===== config.mk =====
export PLATFORM = sky130hd
export DESIGN_NAME = hc86_xor_arbiter_flat
export DESIGN_NICKNAME = d
export VERILOG_FILES = /design/src/rtl/hc86_xor_arbiter_if.sv /design/src/rtl/hc86_xor_arbiter.sv /design/src/flat_wrapper.sv
export SDC_FILE = /design/constraint.sdc
export NUM_CORES = 1
export LEC_CHECK = 0
export ABC_AREA = 1
export CAP_MARGIN = 20
export CORE_MARGIN = 2
export CORE_UTILIZATION = 40
export CTS_CLUSTER_DIAMETER = 50
export DETAILED_ROUTE_END_ITERATION = 10
export PLACE_DENSITY = 0.74
export SETUP_SLACK_MARGIN = 0.15
export SLEW_MARGIN = 40
export SYNTH_ARGS = -nofsm -noshare
export SYNTH_HDL_FRONTEND = slang
export SYNTH_SLANG_ARGS = --single-unit

===== constraint.sdc =====
create_clock -name clk -period 1.9 [get_ports clk]
set_clock_uncertainty 0.1 [all_clocks]
set_input_delay 0.57 -clock clk [delete_from_list [all_inputs] [get_ports clk]]
set_output_delay 0.57 -clock clk [all_outputs]
set_load 0.01 [all_outputs]

===== src/rtl/hc86_xor_arbiter_if.sv =====
// hc86_xor_arbiter_if
//   Groups the requester, shared XOR gate and result-consumer signals of
//   hc86_xor_arbiter.
//   slave  : arbiter side. It takes req/a_in/b_in/xy/res_rdy/clr_err and
//            drives gnt/xa/xb/res/res_id/res_vld/err.
//   master : environment side, with the directions mirrored.
//   Parameters: NREQ requesters, W-bit operands, IDW-bit requester index.
interface hc86_xor_arbiter_if #(
   parameter int NREQ = 4,
   parameter int W    = 4,
   parameter int IDW  = 2
);
   logic [NREQ-1:0]   req;
   logic [NREQ*W-1:0] a_in;
   logic [NREQ*W-1:0] b_in;
   logic [NREQ-1:0]   gnt;
   logic [W-1:0]      xa;
   logic [W-1:0]      xb;
   logic [W-1:0]      xy;
   logic [W-1:0]      res;
   logic [IDW-1:0]    res_id;
   logic              res_vld;
   logic              res_rdy;
   logic              clr_err;
   logic              err;

   modport slave (
      input  req, a_in, b_in, xy, res_rdy, clr_err,
      output gnt, xa, xb, res, res_id, res_vld, err
   );

   modport master (
      output req, a_in, b_in, xy, res_rdy, clr_err,
      input  gnt, xa, xb, res, res_id, res_vld, err
   );
endinterface


===== src/rtl/hc86_xor_arbiter.sv =====
// hc86_xor_arbiter
//   Round-robin sequencer that shares one external W-bit XOR gate (HC86)
//   among NREQ requesters. The granted operand pair is registered onto xa/xb.
//   The gate output xy is captured one cycle later into res, together with the
//   owning requester index. The captured value is also checked against an
//   internal XOR, and any disagreement sets the sticky err flag.
// Ports
//   clk       : single clock, rising edge
//   rst_n     : asynchronous active-low reset
//   bus       : hc86_xor_arbiter_if.slave (requests, gate, result, error)
//   dbg_state : current FSM state (0 IDLE, 1 ISSUE, 2 HOLD)
// Result handshake: res/res_id are valid while res_vld=1. They hold steady
//   until the cycle in which res_vld and res_rdy are both high. A result is
//   consumed on that edge, and never otherwise.
module hc86_xor_arbiter #(
   parameter int NREQ = 4,
   parameter int W    = 4,
   parameter int IDW  = 2
) (
   input  logic                   clk,
   input  logic                   rst_n,
   hc86_xor_arbiter_if.slave      bus,
   output logic [1:0]             dbg_state
);

   typedef enum logic [1:0] {
      ST_IDLE  = 2'd0,
      ST_ISSUE = 2'd1,
      ST_HOLD  = 2'd2
   } state_e;

   state_e          state_q, state_d;
   logic [IDW-1:0]  ptr_q, ptr_d;
   logic [IDW-1:0]  id_q, id_d;
   logic [NREQ-1:0] gnt_q, gnt_d;
   logic [W-1:0]    xa_q, xa_d;
   logic [W-1:0]    xb_q, xb_d;
   logic [W-1:0]    res_q, res_d;
   logic [IDW-1:0]  res_id_q, res_id_d;
   logic            res_vld_q, res_vld_d;
   logic            err_q, err_d;

   logic            arb_any;
   logic            arb_go;
   logic [IDW-1:0]  arb_sel;
   logic [IDW-1:0]  arb_nxt;

   // Round-robin pick: scan ptr, ptr+1, ... wrapping at NREQ.
   // The first requester found wins.
   always_comb begin
      int  idx;
      logic found;
      idx     = 0;
      found   = 1'b0;
      arb_sel = '0;
      arb_any = |bus.req;
      for (int k = 0; k < NREQ; k++) begin
         idx = int'(ptr_q) + k;
         if (idx >= NREQ) idx = idx - NREQ;
         if (!found && bus.req[idx]) begin
            found   = 1'b1;
            arb_sel = IDW'(idx);
         end
      end
      if (int'(arb_sel) == NREQ - 1) arb_nxt = '0;
      else                           arb_nxt = arb_sel + 1'b1;
   end

   always_comb begin
      state_d   = state_q;
      ptr_d     = ptr_q;
      id_d      = id_q;
      gnt_d     = '0;          // grant is a single-cycle pulse
      xa_d      = xa_q;
      xb_d      = xb_q;
      res_d     = res_q;
      res_id_d  = res_id_q;
      res_vld_d = res_vld_q;
      err_d     = err_q;
      arb_go    = 1'b0;

      if (bus.clr_err) err_d = 1'b0;

      case (state_q)
         ST_IDLE: begin
            if (arb_any) arb_go = 1'b1;
         end
         ST_ISSUE: begin
            res_d     = bus.xy;
            res_id_d  = id_q;
            res_vld_d = 1'b1;
            // A mismatch overrides a clear requested in the same cycle.
            if (bus.xy != (xa_q ^ xb_q)) err_d = 1'b1;
            state_d   = ST_HOLD;
         end
         ST_HOLD: begin
            if (res_vld_q && bus.res_rdy) begin
               res_vld_d = 1'b0;
               // Issue back-to-back in the consume cycle to sustain 1 op / 2 cycles.
               if (arb_any) arb_go = 1'b1;
               else         state_d = ST_IDLE;
            end
         end
         default: state_d = ST_IDLE;
      endcase

      if (arb_go) begin
         gnt_d[arb_sel] = 1'b1;
         xa_d           = bus.a_in[arb_sel*W +: W];
         xb_d           = bus.b_in[arb_sel*W +: W];
         id_d           = arb_sel;
         ptr_d          = arb_nxt;
         state_d        = ST_ISSUE;
      end
   end

   always_ff @(posedge clk or negedge rst_n) begin
      if (!rst_n) begin
         state_q   <= ST_IDLE;
         ptr_q     <= '0;
         id_q      <= '0;
         gnt_q     <= '0;
         xa_q      <= '0;
         xb_q      <= '0;
         res_q     <= '0;
         res_id_q  <= '0;
         res_vld_q <= 1'b0;
         err_q     <= 1'b0;
      end else begin
         state_q   <= state_d;
         ptr_q     <= ptr_d;
         id_q      <= id_d;
         gnt_q     <= gnt_d;
         xa_q      <= xa_d;
         xb_q      <= xb_d;
         res_q     <= res_d;
         res_id_q  <= res_id_d;
         res_vld_q <= res_vld_d;
         err_q     <= err_d;
      end
   end

   assign bus.gnt     = gnt_q;
   assign bus.xa      = xa_q;
   assign bus.xb      = xb_q;
   assign bus.res     = res_q;
   assign bus.res_id  = res_id_q;
   assign bus.res_vld = res_vld_q;
   assign bus.err     = err_q;
   assign dbg_state   = state_q;

endmodule


===== src/flat_wrapper.sv =====
// flat-port wrapper written by rule: the top's interface ports become plain ports
module hc86_xor_arbiter_flat 
#(
   parameter int NREQ = 4,
   parameter int W    = 4,
   parameter int IDW  = 2
)
  (clk, rst_n, dbg_state, bus_req, bus_a_in, bus_b_in, bus_xy, bus_res_rdy, bus_clr_err, bus_gnt, bus_xa, bus_xb, bus_res, bus_res_id, bus_res_vld, bus_err);
  hc86_xor_arbiter_if #(.NREQ(NREQ), .W(W), .IDW(IDW)) bus_i ();
  input  logic clk;
  input  logic rst_n;
  output logic [1:0] dbg_state;
  input wire logic [$bits(bus_i.req)-1:0] bus_req;
  input wire logic [$bits(bus_i.a_in)-1:0] bus_a_in;
  input wire logic [$bits(bus_i.b_in)-1:0] bus_b_in;
  input wire logic [$bits(bus_i.xy)-1:0] bus_xy;
  input wire logic [$bits(bus_i.res_rdy)-1:0] bus_res_rdy;
  input wire logic [$bits(bus_i.clr_err)-1:0] bus_clr_err;
  output wire logic [$bits(bus_i.gnt)-1:0] bus_gnt;
  output wire logic [$bits(bus_i.xa)-1:0] bus_xa;
  output wire logic [$bits(bus_i.xb)-1:0] bus_xb;
  output wire logic [$bits(bus_i.res)-1:0] bus_res;
  output wire logic [$bits(bus_i.res_id)-1:0] bus_res_id;
  output wire logic [$bits(bus_i.res_vld)-1:0] bus_res_vld;
  output wire logic [$bits(bus_i.err)-1:0] bus_err;
  assign bus_i.req = bus_req;
  assign bus_i.a_in = bus_a_in;
  assign bus_i.b_in = bus_b_in;
  assign bus_i.xy = bus_xy;
  assign bus_i.res_rdy = bus_res_rdy;
  assign bus_i.clr_err = bus_clr_err;
  assign bus_gnt = bus_i.gnt;
  assign bus_xa = bus_i.xa;
  assign bus_xb = bus_i.xb;
  assign bus_res = bus_i.res;
  assign bus_res_id = bus_i.res_id;
  assign bus_res_vld = bus_i.res_vld;
  assign bus_err = bus_i.err;
  hc86_xor_arbiter #(.NREQ(NREQ), .W(W), .IDW(IDW)) u_core (.clk(clk), .rst_n(rst_n), .bus(bus_i), .dbg_state(dbg_state));
endmodule

==> out/metrics.yaml, run 1 <==
grt_overflow_total: 0
p_int_w: 0.0009047
diodes: 0
grt_pass1_vias: 1692
synth_edf_count: 0
synth.largest_area_cell: "dfrtp_1"
port_buffers: 65
antenna_found_initial: 0
cp.depth: 14
grt_util_met3_pct: 2.471
clkLatencyLatePin_ns: 0.27
cp_top_family: "simple AND/OR/NAND/NOR gates"
globalRouteTotalUtil_pct: 18.90
dp_cells: 373
avgSynthCellArea_um2: 7.100
layout_setup_ws_ns: -0.08877
async_flop_share_pct: 100.0
hpwl_um: 3385
grtUsageMet1_pct: 25.72
setup_viol: 14
netlist_area_um2: 1725
pwr-share-clk_pct: 29.3
yosysSeqAreaShare_pct: 37.71
hold_path_class: "reg2reg"
dr.first_iter.drc_count: 87
p_sw_share_pct: 26.16
hold_viol_final: 0
mostFrequentLayoutCells: "nand2_1, clkdlybuf4s50_1, inv_1, dfrtp_1, buf_4"
yosysTopAreaCellShare_pct: 37.71
die_y_um: 69.68
netlist_top_cells_area: "dfrtp_1, nand2_1, inv_1"
ir_drop_v: 0.0003078
leakagePower_nw: 1.606
grt_start_max_net_pins: 27
setup.worst_path.start: "u_core.ptr_q[0]"
ys.flop_type: "dfrtp_1"
numCtsBuffers: 3
holdPathStages: 2
synth_fp_nets: 291
status: "finished, violations left"
core_um2: 4086
area_delta_synth_final_pct: 74.33
period_share_pct: 104.7
top_usage_layer: "met2"
met2_usage_pct: 32.26
cpPeakStageDelay_ns: 0.41
drive_gt1_share_pct: 31.38
routedWlPerCell_um: 12.56
final_net_count: 390
finalCriticalPeriod_ns: 1.989
cp.required_ns: 1.97
powerDensity_nw_per_um2: 407.3
maxSlewViolCount: 0
max_cap_violations: 0
cts_tree: "yes"
hold-worst-slack_ns: 0.3864
clock_sinks: 26
critPathSlowestCell: "dfrtp_1"
worstReg2RegStart: "u_core.ptr_q[0]"
violations: "setup timing"
crit_buf_inv: 3
final_common_cell: "nand2_1"
synth_cell_type_count: 27
dieWidth_um: 69.68
ant_nets: 0
rsz0062_at_grt: "yes"
cp_cell_sequence: "buf_12 -> inv_16 -> nand2_4 -> nand3_4 -> nand2_4 -> nor2_8 -> nand4_4 -> nand2_8 -> buf_12 -> nand2_2 -> nand3_2 -> nand2_1 -> nand2_1 -> nand2_1"
crit_path_end_kind: "flip-flop"
cp-start-kind: "flip-flop"
cp_max_fo: 8
clk_pin_slew_worst_paths_ns: 0.09
dr.pass1.iters: 4
hp-start: "u_core.bus.res_id[0]"
maxSlewHeadroom_pct: 77.74
worstPathArrival_ns: 2.06
cp_common_cell: "nand2_1"
ys_ff_latch: 26
die_area_um2: 4855
worstRegToRegCells: 14
p_switching_w: 0.0003205
gp_congestion: 0.7789
drc: 0
stdcell_count: 391
pwr-share-comb_pct: 25.6
synth_warnings: 0
syn_inst: 243
io_pins: 66
clk_root_buffer_cell: "clkbuf_8"
clock_path_buffers: 2
worst_pin_slew_ns: 0.3336
routed_wl_um: 4911
htreeDepth: 1
p_seq_share_pct: 45.1
via_count: 1866
std_cell_rows: 23
initial_core_util_pct: 42.22
max_freq_mhz: 502.8
viasPerCell: 4.772
worstSetupPathType: "reg2reg"
grt_pass1_wl_um: 7665
fillers: 299
==> kinds of logic after synthesis <==
family / share of synthesized area, %
buffers and inverters: 10.73
XOR/XNOR: 4.060
flip-flops: 37.71
AO/OA/AOI/OAI: 3.989
AND/OR/NAND/NOR: 40.61
adder cells (fa/ha/maj): 2.901
==> area by class of cell <==
class / count / area (um^2) / share of cell area, %
Sequential cell: 26 / 651.9 / 21.67
Tap cell: 50 / 62.56 / 2.080
Inverter: 40 / 182.7 / 6.073
Clock buffer: 4 / 55.05 / 1.830
Multi-Input combinational cell: 174 / 1142 / 37.98
Timing Repair Buffer: 97 / 913.4 / 30.37
==> through the flow <==
stage / power [W] / worst slack, ns / util, % / TNS [ns] / area, um^2
2_1_floorplan: 0.0006792 / -0.03292 / - / -0.03292 / 1782
3_3_place_gp: 0.0008095 / -0.5608 / 64.02 / -8.394 / 2616
3_5_place_dp: 0.0008125 / -0.6368 / 64.02 / -9.426 / 2616
4_1_cts: 0.001199 / -0.04193 / 68.13 / -0.2243 / 2784
5_1_grt: 0.001287 / -0.1882 / 73.61 / -2.100 / 3008
6_report: 0.001225 / -0.08877 / 73.61 / -0.7417 / 3008
==> worst register-to-register path, cell delays in order (launching register included) <==
cell and delay, ns:
dfrtp_1 0.41, buf_12 0.16, inv_16 0.09, nand2_4 0.07, nand3_4 0.10, nand2_4 0.08
nor2_8 0.14, nand4_4 0.21, nand2_8 0.15, buf_12 0.12, nand2_2 0.05, nand3_2 0.05
nand2_1 0.06, nand2_1 0.06, nand2_1 0.05
==> power by group through the flow <==
stage                     clock network [W]  logic [W]  registers (W)
final                              0.000359   0.000313       0.000553
after global routing               0.000391   0.000342       0.000553
after CTS                          0.000371   0.000276       0.000553
after detailed placement                  0   0.000249       0.000564
after global placement                    0   0.000246       0.000564
after floorplan                           0   0.000115       0.000564
==> routing by layer <==
layer,wire (um),part of all wire [%],up-vias
li1,-,-,935
met1,2129,43,861
met2,2454,50,62
met3,234,4.8,8
met4,93,1.9,0
met5,0,0,-
==> cell usage after synthesis (2+ instances only) <==
cell type and number:
nand2_1 96, inv_1 35, dfrtp_1 26, nand3_1 24, o21ai_0 9, nor2_1 8
nand2_2 6, ha_1 4, xnor2_1 4, xor2_1 4, inv_2 3, nor2_2 3
a21oi_1 2, buf_6 2, clkbuf_1 2, nand2_4 2, nand3_2 2, nor4_1 2
==> final timing paths <==
kind / endpoint / slack, ns
max in group asynchronous: u_core.ptr_q[1] / 0.88
setup reg to reg: u_core.bus.xb[2] / -0.09
setup / recovery: u_core.bus.xb[2] / -0.09
hold reg to reg: u_core.bus.res_id[0] / 0.39
hold / removal: u_core.bus.res_id[0] / 0.39
min in group asynchronous: u_core.bus.res_id[1] / 0.56
==> flip-flops by register name, indices dropped and copies added, names as in the netlist <==
register            flops
u_core.bus.xa           4
u_core.bus.xb           4
u_core.id_q             2
u_core.ptr_q            2
u_core.bus.res_vld      1
u_core.bus.res_id       2
u_core.bus.err          1
u_core.bus.res          4
u_core.dbg_state        2
u_core.bus.gnt          4
==> timing repair <==
action	CTS	global route
pin swaps	11	27
cloned	0	1
buffers inserted	8	5
endpoints found under the setup margin	39	16
hold buffers	0	0
resized for setup	40	51
Note: power is estimated with default switching activity, not from simulation.
==> inputs of run 2 (changes only) <==
- CORE_UTILIZATION: 40 -> 45
- PLACE_DENSITY: 0.74 -> 0.79
- clock period: 1.9 -> 2.4 ns (I/O delays scaled with it)
==> run 2 against run 1 <==
Net effect: critical path depth unchanged; combinational power decreased by 38%; die area decreased by 10%; largest cell class unchanged; sequential cell count unchanged; final area decreased by 14%; highest routed layer unchanged; sequential power decreased by 21%; the flow now finishes without violations; clock power decreased by 25%; count of clock-buffer cells in the layout unchanged; global-route usage increased by 0.73 points; largest power group unchanged; wire length decreased by 18%.
==> out/metrics.yaml, run 2 (synthesis gave the netlist of run 1 again) <==
finalCriticalPeriod_ns: 2.138
clock_path_buffers: 2
clkLatencyLatePin_ns: 0.26
hpwl_um: 3289
clk_root_buffer_cell: "clkbuf_8"
multiInputGateArea_um2: 920.9
grt_pass1_vias: 1541
area_delta_synth_final_pct: 50.40
hold_viol_final: 0
ant_nets: 0
antenna_found_initial: 0
final-seq-area_um2: 650.6
design_area_um2: 2595
crit_buf_inv: 3
placed_area_um2: 2504
cp-start-kind: "primary input"
powerDensity_nw_per_um2: 347.7
viasPerCell: 4.580
final_common_cell: "nand2_1"
critPathSlowestCell: "ha_1"
layout_setup_ws_ns: 0.2622
cp_cell_sequence: "dlygate4sd2_1 -> inv_1 -> nand2_1 -> nand3_2 -> nand2_4 -> inv_1 -> nand2_1 -> nand2_1 -> nand2_2 -> nand2_4 -> nand2_8 -> ha_1 -> nand2_1 -> o21ai_0"
io_pins: 66
numCtsBuffers: 3
clk_pin_slew_worst_paths_ns: 0.08
die_y_um: 65.92
dr.first_iter.drc_count: 99
grt_overflow_total: 0
grt_pass1_wl_um: 6824
final_net_count: 372
place_ws_ns: -0.2609
worst_pin_slew_ns: 0.3818
drc: 0
maxSlewHeadroom_pct: 74.31
core_um2: 3661
die_area_um2: 4345
max_freq_mhz: 467.8
port_buffers: 65
crit_path_end_kind: "flip-flop"
setup_viol: 0
leakagePower_nw: 1.331
hold_path_class: "reg2reg"
cp_max_fo: 7
cp_top_family: "simple AND/OR/NAND/NOR gates"
initial_core_util_pct: 47.13
htreeDepth: 1
grt_start_max_net_pins: 27
routedWlPerCell_um: 10.82
routed_wl_um: 4015
status: "complete, no violations"
period_share_pct: 89.07
via_count: 1699
maxSlewViolCount: 0
hold_buffers: 0
fillers: 319
cpPeakStageDelay_ns: 0.27
drive_gt1_share_pct: 13.93
gp_congestion: 0.7793
ir_drop_v: 0.0002058
clock_sinks: 26
globalRouteTotalUtil_pct: 19.62
cts_tree: "yes"
std_cell_rows: 22
cp_common_cell: "nand2_1"
max_cap_violations: 0
dieWidth_um: 65.92
cp.required_ns: 2.45
rsz0062_at_grt: "no"
diodes: 0
worstSetupPathType: "in2reg"
mostFrequentLayoutCells: "nand2_1, clkdlybuf4s50_1, inv_1, dfrtp_1, nand3_1"
worstPathArrival_ns: 2.18
dr.pass1.iters: 4
-- run 2: metrics by stage --
step,cells,utilization [%],power [W],TNS (ns),hold slack [ns]
after floorplan,243,-,0.0005306,0,0.3244
after global placement,365,68.39,0.0006332,-2.625,0.3647
after global routing,371,70.88,0.0009527,0,0.4128
final,371,70.88,0.0009022,0,0.3866
after CTS,370,70.54,0.0009076,0,0.3923
after detailed placement,365,68.39,0.0006358,-3.258,0.3725
-- run 2: power by group --
part | switching, W | internal (W)
sequential | 0.0000000000000000000322 | 0.000438
combinational | 0.0000890 | 0.000106
clock | 0.000123 | 0.000146
-- run 2: worst reg2reg max path, cell delays in order, from the launching register on --
cell and delay, ns:
dfrtp_1 0.57, inv_6 0.10, nand2_1 0.11, nand3_2 0.12, nand2_4 0.12, inv_1 0.06, nand2_1 0.06, nand2_1 0.07
nand2_2 0.11, nand2_4 0.09, nand2_8 0.11, ha_1 0.23, nand2_1 0.06, o21ai_0 0.07
-- run 2: area by class of cell --
class / count / area share [%]
inverters: 40 / 6.075
repair buffers: 79 / 28.93
clock buffers: 4 / 2.122
multi-input cells: 174 / 35.49
flip-flops and latches: 26 / 25.07
well taps: 48 / 2.314
-- run 2: what timing repair did --
action                                  in CTS  in global routing
gates cloned                                 1                  0
pin swaps                                    6                  3
resized for setup                           10                  4
buffers inserted                             0                  1
endpoints found under the setup margin      14                  9
-- run 2: worst paths after layout --
kind                                     startpoint                   to  slack [ns]  cells after the start
max in group asynchronous                     rst_n    u_core.bus.gnt[2]        1.23                      2
worst max-delay path                     bus_req[1]      u_core.ptr_q[1]        0.26                     14
min in group asynchronous                     rst_n   u_core.bus.res_vld        0.73                      2
worst max register to register      u_core.ptr_q[0]      u_core.ptr_q[1]        0.32                     13
worst min register to register  u_core.dbg_state[0]  u_core.dbg_state[1]        0.39                      1
worst min-delay path            u_core.dbg_state[0]  u_core.dbg_state[1]        0.39                      1
-- run 2: per-layer routing --
metal / part of all wire, % / up-vias / track usage (%)
li1: - / 900 / -
met1: 45 / 756 / 26.18
met2: 51 / 41 / 34.22
met3: 3.8 / 2 / 1.874
met4: 0.52 / 0 / 4.427
met5: 0 / - / 0
==> inputs of run 3 (changes only) <==
- RECOVER_POWER: not set -> 50
==> run 3 against run 2 <==
Net effect: core utilization decreased by 0.17 points; global-route usage stayed put; worst hold slack hardly changed; final cell count stayed put; sequential share of layout area rose by 0.061 points; critical endpoint unchanged; maximum frequency fell by 0.64%; final area decreased by 0.24%; critical path type unchanged; non-clock buffer count unchanged; largest cell class unchanged.
==> out/metrics.yaml, run 3 (synthesis gave the netlist of run 1 again) <==
max_cap_violations: 0
cts_tree: "yes"
worstRegToRegCells: 13
worst_pin_slew_ns: 0.6112
maxSlewViolCount: 0
r2r-end: "u_core.ptr_q[1]"
area_delta_synth_final_pct: 50.04
globalRouteTotalUtil_pct: 19.62
clk_root_buffer_cell: "clkbuf_8"
ir_drop_v: 0.0002068
numCtsBuffers: 3
layout_setup_ws_ns: 0.2484
die_area_um2: 4345
io_pins: 66
ant_nets: 0
hold_buffers: 0
drc: 0
clock_sinks: 26
dieWidth_um: 65.92
hpwl_um: 3289
grt_overflow_total: 0
clock_path_buffers: 2
clkLatencyLatePin_ns: 0.26
setup_tns_ns: 0
initial_core_util_pct: 47.13
clk_pin_slew_worst_paths_ns: 0.08
rsz0062_at_grt: "no"
core_um2: 3661
cp.required_ns: 2.44
cp_max_fo: 7
dr.pass1.iters: 4
grt_start_max_net_pins: 27
mostFrequentLayoutCells: "nand2_1, clkdlybuf4s50_1, inv_1, dfrtp_1, nand3_1"
hold-worst-slack_ns: 0.3866
rrSetupSlack_ns: 0.31
antenna_found_initial: 0
worstPathArrival_ns: 2.19
port_buffers: 65
place_ws_ns: -0.2609
diodes: 0
crit_end: "u_core.ptr_q[1]"
htreeDepth: 1
cp-start-kind: "primary input"
final_common_cell: "nand2_1"
via_count: 1705
hold_path_class: "reg2reg"
viasPerCell: 4.596
std_cell_rows: 22
fillers: 321
leakagePower_nw: 1.331
setup_viol: 0
worstSetupPathType: "in2reg"
setup.worst_path.start: "bus_req[1]"
grt_pass1_wl_um: 6824
status: "complete, no violations"
crit_path_end_kind: "flip-flop"
final_net_count: 372
powerDensity_nw_per_um2: 347.9
finalCriticalPeriod_ns: 2.152
die_y_um: 65.92
period_share_pct: 89.65
hold_viol_final: 0
max_freq_mhz: 464.8
dr.first_iter.drc_count: 101
drive_gt1_share_pct: 13.62
routedWlPerCell_um: 10.85
routed_wl_um: 4025
gp_congestion: 0.7793
worstReg2RegStart: "u_core.ptr_q[0]"
maxSlewHeadroom_pct: 59.26
grt_pass1_vias: 1541
holdPathStages: 1
[run 3: cell types whose count changed in the layout (fill, tap and decap cells not counted)]
cell | before | now
clkdlybuf4s50_1 | 61 | 54
clkbuf_2 | 1 | 2
buf_4 | 13 | 11
clkbuf_1 | 0 | 1
dlygate4sd3_1 | 0 | 7
[run 3: where the power goes]
| part | switching (W) | internal [W] | total, W |
|---|---|---|---|
| sequential | 0.0000000000000000000323 | 0.000438 | 0.000438 |
| combinational | 0.0000891 | 0.000104 | 0.000193 |
| clock | 0.000124 | 0.000146 | 0.000270 |
[run 3: how the worst min path moves through the flow]
stage / start / to
final: u_core.dbg_state[0] / u_core.dbg_state[1]
after global routing: u_core.bus.res_id[1] / u_core.bus.res_id[1]
after CTS: u_core.dbg_state[0] / u_core.dbg_state[1]
after detailed placement: u_core.bus.res[3] / u_core.bus.res[3]
after global placement: u_core.bus.res[3] / u_core.bus.res[3]
after floorplan: rst_n / u_core.bus.err
[run 3: stage by stage]
step	total power, W	cells	cell area, um^2	utilization, %
after detailed placement	0.0006358	365	2504	68.39
after floorplan	0.0005306	243	1725	-
after global routing	0.0009502	371	2589	70.71
final	0.0009006	371	2589	70.71
after CTS	0.0009076	370	2582	70.54
after global placement	0.0006332	365	2504	68.39
[run 3: cell type report]
type                            count  area, um^2  area share, %
Timing Repair Buffer               79       744.5          28.76
Tap cell                           48       60.06          2.320
Sequential cell                    26       650.6          25.13
Multi-Input combinational cell    174       920.9          35.57
Inverter                           40       157.7          6.090
Clock buffer                        4       55.05          2.127
[run 3: timing repair]
action,4_1_cts,5_1_grt
pin swaps,6,3
cloned,1,0
setup endpoints to repair,14,9
setup buffers,0,1
gates resized for setup,10,4
[run 3: worst max-delay path, cell delays in order]
cell and delay (ns):
dlygate4sd2_1 0.25, inv_1 0.05, nand2_1 0.06, nand3_2 0.12, nand2_4 0.08, inv_1 0.08, nand2_1 0.06, nand2_1 0.08
nand2_2 0.08, nand2_4 0.11, nand2_8 0.08, ha_1 0.27, nand2_1 0.06, o21ai_0 0.07
[run 3: metal layers]
layer  track usage (%)  part of all wire, %  up-vias
li1                  -                    -      901
met1             26.18                   45      757
met2             34.22                   51       45
met3             1.874                  3.8        2
met4             4.427                 0.52        0
met5                 0                    0        -
